### src/rtl/cv32e40p_pkg.sv
// rtl/cv32e40p_pkg.sv - shared register-file writeback types, constants and address check
package cv32e40p_pkg;

    localparam int RF_FP_BANK_BIT = 5;
    localparam int RF_ADDR_WIDTH  = 6;
    localparam int RF_DATA_WIDTH  = 32;

    typedef struct packed {
        logic                     valid;
        logic [RF_ADDR_WIDTH-1:0] waddr;
        logic [RF_DATA_WIDTH-1:0] wdata;
    } rf_wb_req_t;

    typedef enum logic {
        GRANT_LSU = 1'b0,
        GRANT_APU = 1'b1
    } rf_wb_grant_e;

    // x0 is hardwired and the FP bank only exists when it is physically present
    function automatic logic rf_waddr_legal(
        input logic [RF_ADDR_WIDTH-1:0] waddr,
        input logic                     fp_bank_en
    );
        return (waddr != '0) && (fp_bank_en || !waddr[RF_FP_BANK_BIT]);
    endfunction

endpackage

### src/rtl/cv32e40p_rf_wb_arbiter_if.sv
// rtl/cv32e40p_rf_wb_arbiter_if.sv - writeback source handshakes and register-file write ports
interface cv32e40p_rf_wb_arbiter_if #(
    parameter int ADDR_WIDTH = 6,
    parameter int DATA_WIDTH = 32
);

    logic                  ex_we_i;
    logic [ADDR_WIDTH-1:0] ex_waddr_i;
    logic [DATA_WIDTH-1:0] ex_wdata_i;

    logic                  lsu_valid_i;
    logic                  lsu_ready_o;
    logic [ADDR_WIDTH-1:0] lsu_waddr_i;
    logic [DATA_WIDTH-1:0] lsu_wdata_i;

    logic                  apu_valid_i;
    logic                  apu_ready_o;
    logic [ADDR_WIDTH-1:0] apu_waddr_i;
    logic [DATA_WIDTH-1:0] apu_wdata_i;

    logic                  rf_we_a_o;
    logic [ADDR_WIDTH-1:0] rf_waddr_a_o;
    logic [DATA_WIDTH-1:0] rf_wdata_a_o;
    logic                  rf_we_b_o;
    logic [ADDR_WIDTH-1:0] rf_waddr_b_o;
    logic [DATA_WIDTH-1:0] rf_wdata_b_o;
    logic                  collision_o;

    modport master (
        output ex_we_i, ex_waddr_i, ex_wdata_i,
        output lsu_valid_i, lsu_waddr_i, lsu_wdata_i,
        output apu_valid_i, apu_waddr_i, apu_wdata_i,
        input  lsu_ready_o, apu_ready_o,
        input  rf_we_a_o, rf_waddr_a_o, rf_wdata_a_o,
        input  rf_we_b_o, rf_waddr_b_o, rf_wdata_b_o,
        input  collision_o
    );

    modport slave (
        input  ex_we_i, ex_waddr_i, ex_wdata_i,
        input  lsu_valid_i, lsu_waddr_i, lsu_wdata_i,
        input  apu_valid_i, apu_waddr_i, apu_wdata_i,
        output lsu_ready_o, apu_ready_o,
        output rf_we_a_o, rf_waddr_a_o, rf_wdata_a_o,
        output rf_we_b_o, rf_waddr_b_o, rf_wdata_b_o,
        output collision_o
    );

endinterface

### src/rtl/cv32e40p_rf_wb_arbiter_skid_fifo.sv
// rtl/cv32e40p_rf_wb_arbiter_skid_fifo.sv - two-entry valid/ready FIFO decoupling APU results from port-B arbitration
module cv32e40p_rf_wb_skid_fifo #(
    parameter int WIDTH = 38
) (
    input  logic             clk,
    input  logic             rst,
    input  logic             s_tvalid,
    output logic             s_tready,
    input  logic [WIDTH-1:0] s_tdata,
    output logic             m_tvalid,
    input  logic             m_tready,
    output logic [WIDTH-1:0] m_tdata
);

    logic [WIDTH-1:0] mem_q [2];
    logic [WIDTH-1:0] mem_d [2];
    logic             wr_ptr_q, wr_ptr_d;
    logic             rd_ptr_q, rd_ptr_d;
    logic [1:0]       count_q, count_d;
    logic             push, pop;

    // Ready depends only on occupancy so the APU never waits on arbitration
    assign s_tready = (count_q != 2'd2) && !rst;
    assign m_tvalid = (count_q != 2'd0);
    assign m_tdata  = mem_q[rd_ptr_q];

    always_comb begin
        mem_d    = mem_q;
        wr_ptr_d = wr_ptr_q;
        rd_ptr_d = rd_ptr_q;
        push     = s_tvalid && s_tready;
        pop      = m_tvalid && m_tready;
        if (push) begin
            mem_d[wr_ptr_q] = s_tdata;
            wr_ptr_d        = !wr_ptr_q;
        end
        if (pop) begin
            rd_ptr_d = !rd_ptr_q;
        end
        count_d = count_q + {1'b0, push} - {1'b0, pop};
    end

    always_ff @(posedge clk or posedge rst) begin
        if (rst) begin
            mem_q    <= '{default: '0};
            wr_ptr_q <= 1'b0;
            rd_ptr_q <= 1'b0;
            count_q  <= 2'd0;
        end else begin
            mem_q    <= mem_d;
            wr_ptr_q <= wr_ptr_d;
            rd_ptr_q <= rd_ptr_d;
            count_q  <= count_d;
        end
    end

endmodule

### src/rtl/cv32e40p_rf_wb_arbiter.sv
// rtl/cv32e40p_rf_wb_arbiter.sv - merges EX, LSU and APU results onto two register-file write ports
// Optional APU skid FIFO: CV32E40P_WB_ARB_APU_SKID_EN
module cv32e40p_rf_wb_arbiter
    import cv32e40p_pkg::*;
#(
    parameter int ADDR_WIDTH = 6,
    parameter int DATA_WIDTH = 32,
    parameter bit FPU        = 1'b1,
    parameter bit ZFINX      = 1'b0
) (
    input  logic                           clk,
    input  logic                           rst,
    cv32e40p_rf_wb_arbiter_if.slave        bus
);

    localparam bit FP_BANK_EN = FPU && !ZFINX;

    rf_wb_req_t      lsu_req;
    rf_wb_req_t      apu_req;
    rf_wb_grant_e    last_grant_q, last_grant_d;
    logic            gnt_lsu, gnt_apu;
    logic            b_fire, b_legal, b_collide;
    logic [ADDR_WIDTH-1:0] b_waddr;
    logic [DATA_WIDTH-1:0] b_wdata;

    logic                  rf_we_a_q, rf_we_a_d;
    logic [ADDR_WIDTH-1:0] rf_waddr_a_q, rf_waddr_a_d;
    logic [DATA_WIDTH-1:0] rf_wdata_a_q, rf_wdata_a_d;
    logic                  rf_we_b_q, rf_we_b_d;
    logic [ADDR_WIDTH-1:0] rf_waddr_b_q, rf_waddr_b_d;
    logic [DATA_WIDTH-1:0] rf_wdata_b_q, rf_wdata_b_d;
    logic                  collision_q, collision_d;

    assign lsu_req = '{valid: bus.lsu_valid_i, waddr: bus.lsu_waddr_i, wdata: bus.lsu_wdata_i};

`ifdef CV32E40P_WB_ARB_APU_SKID_EN
    logic                             apu_head_valid;
    logic [ADDR_WIDTH+DATA_WIDTH-1:0] apu_head_data;
    logic                             apu_s_tready;

    cv32e40p_rf_wb_skid_fifo #(
        .WIDTH(ADDR_WIDTH + DATA_WIDTH)
    ) u_apu_skid (
        .clk      (clk),
        .rst      (rst),
        .s_tvalid (bus.apu_valid_i),
        .s_tready (apu_s_tready),
        .s_tdata  ({bus.apu_waddr_i, bus.apu_wdata_i}),
        .m_tvalid (apu_head_valid),
        .m_tready (gnt_apu),
        .m_tdata  (apu_head_data)
    );

    assign apu_req = '{valid: apu_head_valid,
                       waddr: apu_head_data[DATA_WIDTH +: ADDR_WIDTH],
                       wdata: apu_head_data[DATA_WIDTH-1:0]};
    assign bus.apu_ready_o = apu_s_tready;
`else
    assign apu_req = '{valid: bus.apu_valid_i, waddr: bus.apu_waddr_i, wdata: bus.apu_wdata_i};
    assign bus.apu_ready_o = gnt_apu && !rst;
`endif

    assign bus.lsu_ready_o = gnt_lsu && !rst;

    always_comb begin
        // Round robin on port B: the flag only moves when both sources compete
        gnt_lsu      = lsu_req.valid && (!apu_req.valid || (last_grant_q == GRANT_APU));
        gnt_apu      = apu_req.valid && !gnt_lsu;
        last_grant_d = last_grant_q;
        if (lsu_req.valid && apu_req.valid) begin
            last_grant_d = gnt_lsu ? GRANT_LSU : GRANT_APU;
        end

        b_fire    = gnt_lsu || gnt_apu;
        b_waddr   = gnt_lsu ? lsu_req.waddr : apu_req.waddr;
        b_wdata   = gnt_lsu ? lsu_req.wdata : apu_req.wdata;
        b_legal   = rf_waddr_legal(b_waddr, FP_BANK_EN);
        // EX is younger than anything on port B, so its write wins the address
        b_collide = b_fire && b_legal && bus.ex_we_i && (bus.ex_waddr_i == b_waddr);

        rf_we_a_d    = bus.ex_we_i && rf_waddr_legal(bus.ex_waddr_i, FP_BANK_EN);
        rf_waddr_a_d = bus.ex_waddr_i;
        rf_wdata_a_d = bus.ex_wdata_i;

        rf_we_b_d    = b_fire && b_legal && !b_collide;
        rf_waddr_b_d = b_fire ? b_waddr : rf_waddr_b_q;
        rf_wdata_b_d = b_fire ? b_wdata : rf_wdata_b_q;
        collision_d  = b_collide;
    end

    always_ff @(posedge clk or posedge rst) begin
        if (rst) begin
            last_grant_q <= GRANT_APU;
            rf_we_a_q    <= 1'b0;
            rf_waddr_a_q <= '0;
            rf_wdata_a_q <= '0;
            rf_we_b_q    <= 1'b0;
            rf_waddr_b_q <= '0;
            rf_wdata_b_q <= '0;
            collision_q  <= 1'b0;
        end else begin
            last_grant_q <= last_grant_d;
            rf_we_a_q    <= rf_we_a_d;
            rf_waddr_a_q <= rf_waddr_a_d;
            rf_wdata_a_q <= rf_wdata_a_d;
            rf_we_b_q    <= rf_we_b_d;
            rf_waddr_b_q <= rf_waddr_b_d;
            rf_wdata_b_q <= rf_wdata_b_d;
            collision_q  <= collision_d;
        end
    end

    assign bus.rf_we_a_o    = rf_we_a_q;
    assign bus.rf_waddr_a_o = rf_waddr_a_q;
    assign bus.rf_wdata_a_o = rf_wdata_a_q;
    assign bus.rf_we_b_o    = rf_we_b_q;
    assign bus.rf_waddr_b_o = rf_waddr_b_q;
    assign bus.rf_wdata_b_o = rf_wdata_b_q;
    assign bus.collision_o  = collision_q;

endmodule

### src/flat_wrapper.sv
// flat-port wrapper written by rule: the top's interface ports become plain ports
module cv32e40p_rf_wb_arbiter_flat import cv32e40p_pkg::*;
#(
    parameter int ADDR_WIDTH = 6,
    parameter int DATA_WIDTH = 32,
    parameter bit FPU        = 1'b1,
    parameter bit ZFINX      = 1'b0
)
  (clk, rst, bus_ex_we_i, bus_ex_waddr_i, bus_ex_wdata_i, bus_lsu_valid_i, bus_lsu_waddr_i, bus_lsu_wdata_i, bus_apu_valid_i, bus_apu_waddr_i, bus_apu_wdata_i, bus_lsu_ready_o, bus_apu_ready_o, bus_rf_we_a_o, bus_rf_waddr_a_o, bus_rf_wdata_a_o, bus_rf_we_b_o, bus_rf_waddr_b_o, bus_rf_wdata_b_o, bus_collision_o);
  cv32e40p_rf_wb_arbiter_if #(.ADDR_WIDTH(ADDR_WIDTH), .DATA_WIDTH(DATA_WIDTH)) bus_i ();
  input  logic clk;
  input  logic rst;
  input wire logic [$bits(bus_i.ex_we_i)-1:0] bus_ex_we_i;
  input wire logic [$bits(bus_i.ex_waddr_i)-1:0] bus_ex_waddr_i;
  input wire logic [$bits(bus_i.ex_wdata_i)-1:0] bus_ex_wdata_i;
  input wire logic [$bits(bus_i.lsu_valid_i)-1:0] bus_lsu_valid_i;
  input wire logic [$bits(bus_i.lsu_waddr_i)-1:0] bus_lsu_waddr_i;
  input wire logic [$bits(bus_i.lsu_wdata_i)-1:0] bus_lsu_wdata_i;
  input wire logic [$bits(bus_i.apu_valid_i)-1:0] bus_apu_valid_i;
  input wire logic [$bits(bus_i.apu_waddr_i)-1:0] bus_apu_waddr_i;
  input wire logic [$bits(bus_i.apu_wdata_i)-1:0] bus_apu_wdata_i;
  output wire logic [$bits(bus_i.lsu_ready_o)-1:0] bus_lsu_ready_o;
  output wire logic [$bits(bus_i.apu_ready_o)-1:0] bus_apu_ready_o;
  output wire logic [$bits(bus_i.rf_we_a_o)-1:0] bus_rf_we_a_o;
  output wire logic [$bits(bus_i.rf_waddr_a_o)-1:0] bus_rf_waddr_a_o;
  output wire logic [$bits(bus_i.rf_wdata_a_o)-1:0] bus_rf_wdata_a_o;
  output wire logic [$bits(bus_i.rf_we_b_o)-1:0] bus_rf_we_b_o;
  output wire logic [$bits(bus_i.rf_waddr_b_o)-1:0] bus_rf_waddr_b_o;
  output wire logic [$bits(bus_i.rf_wdata_b_o)-1:0] bus_rf_wdata_b_o;
  output wire logic [$bits(bus_i.collision_o)-1:0] bus_collision_o;
  assign bus_i.ex_we_i = bus_ex_we_i;
  assign bus_i.ex_waddr_i = bus_ex_waddr_i;
  assign bus_i.ex_wdata_i = bus_ex_wdata_i;
  assign bus_i.lsu_valid_i = bus_lsu_valid_i;
  assign bus_i.lsu_waddr_i = bus_lsu_waddr_i;
  assign bus_i.lsu_wdata_i = bus_lsu_wdata_i;
  assign bus_i.apu_valid_i = bus_apu_valid_i;
  assign bus_i.apu_waddr_i = bus_apu_waddr_i;
  assign bus_i.apu_wdata_i = bus_apu_wdata_i;
  assign bus_lsu_ready_o = bus_i.lsu_ready_o;
  assign bus_apu_ready_o = bus_i.apu_ready_o;
  assign bus_rf_we_a_o = bus_i.rf_we_a_o;
  assign bus_rf_waddr_a_o = bus_i.rf_waddr_a_o;
  assign bus_rf_wdata_a_o = bus_i.rf_wdata_a_o;
  assign bus_rf_we_b_o = bus_i.rf_we_b_o;
  assign bus_rf_waddr_b_o = bus_i.rf_waddr_b_o;
  assign bus_rf_wdata_b_o = bus_i.rf_wdata_b_o;
  assign bus_collision_o = bus_i.collision_o;
  cv32e40p_rf_wb_arbiter #(.ADDR_WIDTH(ADDR_WIDTH), .DATA_WIDTH(DATA_WIDTH), .FPU(FPU), .ZFINX(ZFINX)) u_core (.clk(clk), .rst(rst), .bus(bus_i));
endmodule
### config.mk
export PLATFORM = sky130hd
export DESIGN_NAME = cv32e40p_rf_wb_arbiter_flat
export DESIGN_NICKNAME = d
export VERILOG_FILES = /design/src/rtl/cv32e40p_pkg.sv /design/src/rtl/cv32e40p_rf_wb_arbiter_if.sv /design/src/rtl/cv32e40p_rf_wb_arbiter_skid_fifo.sv /design/src/rtl/cv32e40p_rf_wb_arbiter.sv /design/src/flat_wrapper.sv
export SDC_FILE = /design/constraint.sdc
export NUM_CORES = 1
export LEC_CHECK = 0
export CAP_MARGIN = 40
export CELL_PAD_IN_SITES_DETAIL_PLACEMENT = 1
export CELL_PAD_IN_SITES_GLOBAL_PLACEMENT = 2
export CORE_MARGIN = 2
export CORE_UTILIZATION = 21
export DETAILED_ROUTE_END_ITERATION = 10
export PLACE_DENSITY = 0.8
export SLEW_MARGIN = 40
export SYNTH_ARGS = -nofsm -noshare
export SYNTH_HDL_FRONTEND = slang
export SYNTH_HIERARCHICAL = 1
export SYNTH_SLANG_ARGS = --single-unit
export TNS_END_PERCENT = 5
### constraint.sdc
create_clock -name clk -period 2.75 [get_ports clk]
set_input_delay 0.275 -clock clk [delete_from_list [all_inputs] [get_ports clk]]
set_output_delay 0.275 -clock clk [all_outputs]
set_load 0.01 [all_outputs]
* After elaboration in Yosys (flattened, before gate mapping)
Cells that the tools add are included.
W data, S select, Z words.
** Operators by class
- Reductions and logical operators :: 18
- Equal/unequal tests :: 1
- Mux-type cells :: 3
** Operators with widths (number)
- $mux W32 :: 1
- $reduce_bool A6 Y1 :: 2
- $logic_and A1 B1 Y1 :: 10
- $eq A6 B6 Y1 :: 1
- $mux W6 :: 1
- $logic_not A1 Y1 :: 4
- $logic_or A1 B1 Y1 :: 2
- $mux W1 :: 1
** Word-level totals
- Output and inout port bits :: 81
- Word-level logic and storage cells :: 30
- Bits of input ports :: 119
- Register bits :: 80

* Logic depth before layout (Yosys ltp)
Gate-level depths: netlist of the first run.
- Depth after elaboration :: 11
- Depth in mapped cells :: 6
- Depth with buffers taken out :: 4

* Worst setup path after synthesis of the first run
No wires, ideal clock.
- Kind :: input to output
- From :: input port rst
- To :: output port bus_apu_ready_o
- Path slack :: 117 ps
- Cell stages on the path :: 2
- Arrival time :: 2358 ps
- Path buffers :: 0
- Data required time :: 2475 ps
- Cells stage by stage :: inv_1 -> and3_1
** Between the ends
- Cells in the longest elaborated chain, start to end :: 2
** RTL lines
- start: declaration :: line flat_wrapper.sv:12 : input logic rst;
- $logic_not A1 Y1 :: line cv32e40p_rf_wb_arbiter.sv:60 : assign bus.apu_ready_o = gnt_apu && !rst;
- $logic_and A1 B1 Y1 :: line cv32e40p_rf_wb_arbiter.sv:60
- end: declaration :: line flat_wrapper.sv:23 : output wire logic [$bits(bus_i.apu_ready_o)-1:0] bus_apu_ready_o;
No other way between the ends.

* Worst setup path after layout of the first run
- From :: register u_core.last_grant_q
- To :: output port bus_lsu_ready_o
** Between the ends
- Cells in the longest elaborated chain, start to end :: 3
** RTL lines
- start: declaration :: line cv32e40p_rf_wb_arbiter.sv:20 : rf_wb_grant_e last_grant_q, last_grant_d;
- start signal: assignment :: line cv32e40p_rf_wb_arbiter.sv:102 : last_grant_q <= last_grant_d;
- $logic_or A1 B1 Y1 :: line cv32e40p_rf_wb_arbiter.sv:67 : gnt_lsu = lsu_req.valid && (!apu_req.valid || (last_grant_q == GRANT_APU));
- $logic_and A1 B1 Y1 :: line cv32e40p_rf_wb_arbiter.sv:67
- $logic_and A1 B1 Y1 :: line cv32e40p_rf_wb_arbiter.sv:63 : assign bus.lsu_ready_o = gnt_lsu && !rst;
- end: declaration :: line flat_wrapper.sv:22 : output wire logic [$bits(bus_i.lsu_ready_o)-1:0] bus_lsu_ready_o;
No other way between the ends.

==> results.cfg, run 1 <==
[clock_network]
path_clk_slew_ns = 0.06
clk_path_buf_depth = 2
cts_setup_buffers = 0
cts_sinks = 80
hold_buffers = 0
cts-root-buf = clkbuf_16
cts_resized = 0
cts_tree = yes
cts_made_buffers = 9
cts_htree_levels = 3
clk_latency_ns = 0.34

[final_layout]
final_cells = 606
final_nets = 540
seq_area_um2 = 2000
multi_input_area_um2 = 952
area_growth_pct = 84.5
drive_gt1_frac = 0.0704
layout_common_cells = clkdlybuf4s50_1 (199), dfrtp_1 (79), a22o_1 (32), a21o_1 (32)
antenna_cells = 0
n_fill_cell = 1455
mostFrequentLayoutCell = clkdlybuf4s50_1
fin_util = 0.398

[sta]
period_needed_ns = 2.37
hold_viol = 0
skew_ns = 0.00683
worst_pin_slew_ns = 0.675
clock.fmax_ghz = 0.422
setup_viol = 0
drv_slew = 0
final.setup.tns_ns = 0
fin_ws_ns = 0.382
finalCritPeriodShare = 0.861
slew_headroom = 0.549
rsz0062_at_grt = false

[setup_path]
critPathMaxFanout = 6
slowest_stage = dfstp_2
worst-path-buf-inv = 2
crit_type = reg2out
crit_path_start = u_core/last_grant_q$_DFFE_PP1P_
crit_chain = nand2b_1, nand2_1, buf_4, nor2_1, clkdlybuf4s50_1
cp-end-kind = output pin
r2r_setup_slack_ns = 0.83
crit_cells = 5
slowest_delay_ns = 0.55
cp.required_ns = 2.48
crit_end = bus_lsu_ready_o
r2r-start = u_core/last_grant_q$_DFFE_PP1P_
critPathArrivalTime_ns = 2.09
cp-start-kind = flop
r2r-end = u_core/bus.rf_we_b_o$_DFF_PP0_
reg2regPathDepth = 4
crit_family = buffers and inverters

[floorplanning]
core_area_um2 = 13900
dieArea_um2 = 15300
io_pins = 200
start_util = 0.216
die_h_um = 124
num_rows = 43
fp.dieW_um = 124

[drt]
drt_first_iter_violations = 58
drc = 0
wirelength_um = 10800
via_per_inst = 4.41
vias = 2675
drt-pass1-iter-count = 4
postRouteAntennaNets = 0
wl_per_cell_um = 17.8

[synthesis]
synth_cells = 216
synth_enable_flop_cells = 0
synth.distinct_cells = 34
yosys_warnings = 6
syn_area_um2 = 3010
ys_ff_latch = 80
yosysSeqAreaShare = 0.667
ys_async_sr_fraction = 1.00
syn_area_per_cell_um2 = 13.9
ys.flop_type = dfrtp_1
synth.net_count = 335

[placement]
port_buffers = 199
dp.cells = 590
pre_cts_slack_ns = 0.437
dp_hpwl_um = 8150
gp_congestion = 0.732

[flow_run]
cap_violations = 0

[power]
ir_drop_v = 0.000302
power.density_nw_per_um2 = 646
leakage_nw = 2.40
p_total_w = 0.00358

[global_route]
grt_pass1_wl_um = 16600
grt_max_degree = 48
grt_usage = 0.145
grt_overflow = 0
antenna_found_initial = 0
grt_pass1_vias = 3113

[outcome]
status = finished clean

[min_path]
hold_class = in2reg
-- power by group --
group / switching, W / internal [W]
combinational: 0.000376 / 0.000544
sequential: 0.0000755 / 0.00133
clock: 0.000503 / 0.000760
-- per-stage QoR --
stage          hold slack [ns]  cell area (µm²)
6_report                 0.375             5550
5_1_grt                  0.358             5550
4_1_cts                  0.360             5550
3_5_place_dp             0.474             5230
3_3_place_gp             0.467             5230
2_1_floorplan            0.306             3010
-- cell type report --
class	count	area share
Clock buffer	11	0.0456
Multi-Input combinational cell	122	0.172
Tap cell	180	0.0406
Timing Repair Buffer	205	0.367
Clock inverter	5	0.0113
Inverter	3	0.00226
Sequential cell	80	0.361
-- worst min path at each step --
stage / startpoint / end / slack [ns] / cells past startpoint
after CTS: bus_ex_wdata_i[20] / u_core/bus.rf_wdata_a_o[20]$_DFF_PP0_ / 0.36 / 1
after global routing: bus_ex_wdata_i[0] / u_core/bus.rf_wdata_a_o[0]$_DFF_PP0_ / 0.36 / 1
after detailed placement: u_core/bus.rf_waddr_b_o[5]$_DFFE_PP0P_ / u_core/bus.rf_waddr_b_o[5]$_DFFE_PP0P_ / 0.47 / 2
after global placement: u_core/bus.rf_waddr_b_o[3]$_DFFE_PP0P_ / u_core/bus.rf_waddr_b_o[3]$_DFFE_PP0P_ / 0.47 / 2
after floorplan: bus_ex_waddr_i[0] / u_core/bus.rf_waddr_a_o[0]$_DFF_PP0_ / 0.31 / 0
final: bus_ex_wdata_i[9] / u_core/bus.rf_wdata_a_o[9]$_DFF_PP0_ / 0.37 / 1
-- logic make-up after synthesis --
logic type | Yosys count | share of synthesized area
buffers and inverters | 14 | 0.0191
xor gates and xnor gates | 11 | 0.0321
AOI/OAI and AO/OA | 80 | 0.215
DFF | 80 | 0.667
muxes | 6 | 0.0200
and+or+nand+nor | 25 | 0.0470
-- cell usage after synthesis, drive strengths merged, types with 2 or more instances --
master / number / area [µm²]
or4: 2 / 18.8
mux2i: 6 / 60.1
buf: 5 / 23.8
o21ai: 7 / 35.0
clkbuf: 6 / 22.5
nor2: 6 / 32.5
nand2: 8 / 30.0
dfrtp: 79 / 1980
xnor2: 9 / 78.8
xor2: 2 / 17.5
inv: 3 / 11.3
a21oi: 2 / 10.0
a21o: 32 / 240
nor4: 2 / 12.5
nand4: 2 / 12.5
a22o: 32 / 280
-- metal layers --
| layer | up-vias | global-route usage | part of all wire |
|---|---|---|---|
| met4 | 0 | 0.0589 | 0.017 |
| met3 | 14 | 0.0609 | 0.098 |
| li1 | 1205 | - | - |
| met2 | 122 | 0.255 | 0.52 |
| met5 | - | 0 | 0 |
| met1 | 1334 | 0.153 | 0.36 |
-- flip-flops by register name, summed over array words and instances, names as in the netlist --
signal / flops
u_core/bus.rf_wdata_a_o: 32
u_core/bus.rf_wdata_b_o: 32
u_core/bus.rf_waddr_b_o: 6
u_core/bus.collision_o: 1
u_core/bus.rf_we_b_o: 1
u_core/last_grant_q: 1
u_core/bus.rf_waddr_a_o: 6
u_core/bus.rf_we_a_o: 1
-- worst reg2reg max path: cells and delay by family, from the launching register on --
kind / cells / cell delay (ns)
flops: 1 / 0.55
compound gates: 2 / 0.61
simple gates: 2 / 0.64
(Power assumes the default switching activity.)
==> inputs of run 2 (changes only) <==
Settings changed: MAX_ROUTING_LAYER from default to met4.
==> run 2 against run 1 <==
Clock skew fell by 0.00082 ns; critical path depth did not move; flip-flop and latch count did not move; hold slack got worse by 0.0017 ns; cell count did not move; global-route usage rose by 0.41 points; register-to-register slack barely moved; final area did not move; routed wire length fell by 0.12%; power barely moved; sequential power barely moved; count of clock-buffer cells in the layout did not move.
==> results.cfg, run 2 (synthesized netlist as in run 1, its figures left out) <==
[floorplanning]
num_rows = 43
dieArea_um2 = 15300
die_h_um = 124
io_pins = 200
core_area_um2 = 13900
start_util = 0.216
fp.dieW_um = 124

[drt]
via_per_inst = 4.39
drt-pass1-iter-count = 4
drc = 0
drt_first_iter_violations = 69
postRouteAntennaNets = 0
wirelength_um = 10800
vias = 2662
wl_per_cell_um = 17.8

[final_layout]
area_growth_pct = 84.5
antenna_cells = 0
mostFrequentLayoutCell = clkdlybuf4s50_1
layout_common_cells = clkdlybuf4s50_1 (199), dfrtp_1 (79), a22o_1 (32), a21o_1 (32)
final_nets = 540
drive_gt1_frac = 0.0704

[global_route]
grt_overflow = 0
grt_max_degree = 48
grt_pass1_vias = 3134
grt_usage = 0.149
grt_pass1_wl_um = 16500
antenna_found_initial = 0

[power]
ir_drop_v = 0.000301
power.density_nw_per_um2 = 646
leakage_nw = 2.40
p_total_w = 0.00358

[setup_path]
critPathMaxFanout = 6
slowest_delay_ns = 0.55
cp-end-kind = output pin
crit_type = reg2out
cp-start-kind = flop
slowest_stage = dfstp_2
crit_family = buffers and inverters
critPathArrivalTime_ns = 2.09
worst-path-buf-inv = 2
crit_chain = nand2b_1, nand2_1, buf_4, nor2_1, clkdlybuf4s50_1
cp.required_ns = 2.48

[placement]
dp_hpwl_um = 8150
port_buffers = 199
gp_congestion = 0.741
pre_cts_slack_ns = 0.437

[min_path]
hold_class = in2reg

[clock_network]
path_clk_slew_ns = 0.06
cts_tree = yes
cts_setup_buffers = 0
cts_made_buffers = 9
cts_resized = 0
hold_buffers = 0
cts-root-buf = clkbuf_16
cts_sinks = 80
clk_path_buf_depth = 2
clk_latency_ns = 0.34
cts_htree_levels = 3

[sta]
skew_ns = 0.00601
slew_headroom = 0.552
rsz0062_at_grt = false
clock.fmax_ghz = 0.422
fin_ws_ns = 0.383
hold_viol = 0
drv_slew = 0
setup_viol = 0
finalCritPeriodShare = 0.861
final.setup.tns_ns = 0
whs_ns = 0.373
period_needed_ns = 2.37
worst_pin_slew_ns = 0.670

[outcome]
status = finished clean

[flow_run]
cap_violations = 0
-- run 2: report_power, final --
part / internal (W) / total, W / switching (W)
combinational: 0.000544 / 0.000919 / 0.000375
clock: 0.000760 / 0.00126 / 0.000504
sequential: 0.00133 / 0.00140 / 0.0000756
-- run 2: cell type report --
class	count	area [µm²]
Sequential cell	80	2000
Timing Repair Buffer	205	2040
Fill cell	1455	8390
Inverter	3	12.5
Multi-Input combinational cell	122	952
Clock inverter	5	62.6
Tap cell	180	225
Clock buffer	11	253
-- run 2: worst paths after layout --
kind	start	end	slack, ns	depth (start not counted)
min in group asynchronous	rst	u_core/bus.rf_waddr_a_o[4]$_DFF_PP0_	0.45	3
worst max-delay path	u_core/last_grant_q$_DFFE_PP1P_	bus_lsu_ready_o	0.38	5
worst min-delay path	bus_ex_wdata_i[9]	u_core/bus.rf_wdata_a_o[9]$_DFF_PP0_	0.37	1
max in group asynchronous	rst	u_core/bus.rf_wdata_b_o[8]$_DFFE_PP0P_	1.33	4
worst max register to register	u_core/last_grant_q$_DFFE_PP1P_	u_core/bus.rf_we_b_o$_DFF_PP0_	0.83	4
worst min register to register	u_core/bus.rf_waddr_b_o[5]$_DFFE_PP0P_	u_core/bus.rf_waddr_b_o[5]$_DFFE_PP0P_	0.49	2
-- run 2: worst reg2reg max path, delay by kind of cell, from the launching register on --
kind / cells / cell delay, ns
simple gates: 2 / 0.64
compound gates: 2 / 0.61
flops: 1 / 0.55
-- run 2: metrics by stage --
step | util | std cells | area, µm²
after floorplan | - | 216 | 3010
after global placement | 0.375 | 590 | 5230
after detailed placement | 0.375 | 590 | 5230
after CTS | 0.398 | 606 | 5550
after global routing | 0.398 | 606 | 5550
final | 0.398 | 606 | 5550
-- run 2: metal layers --
layer  share of wire  routed length (µm)  GRT usage  vias up
met5               0                   0          -        -
met4           0.016                 177     0.0589        0
met3           0.066                 709     0.0403       14
met2            0.53                5660      0.256      109
met1            0.39                4220      0.165     1336
li1                -                   -          -     1203
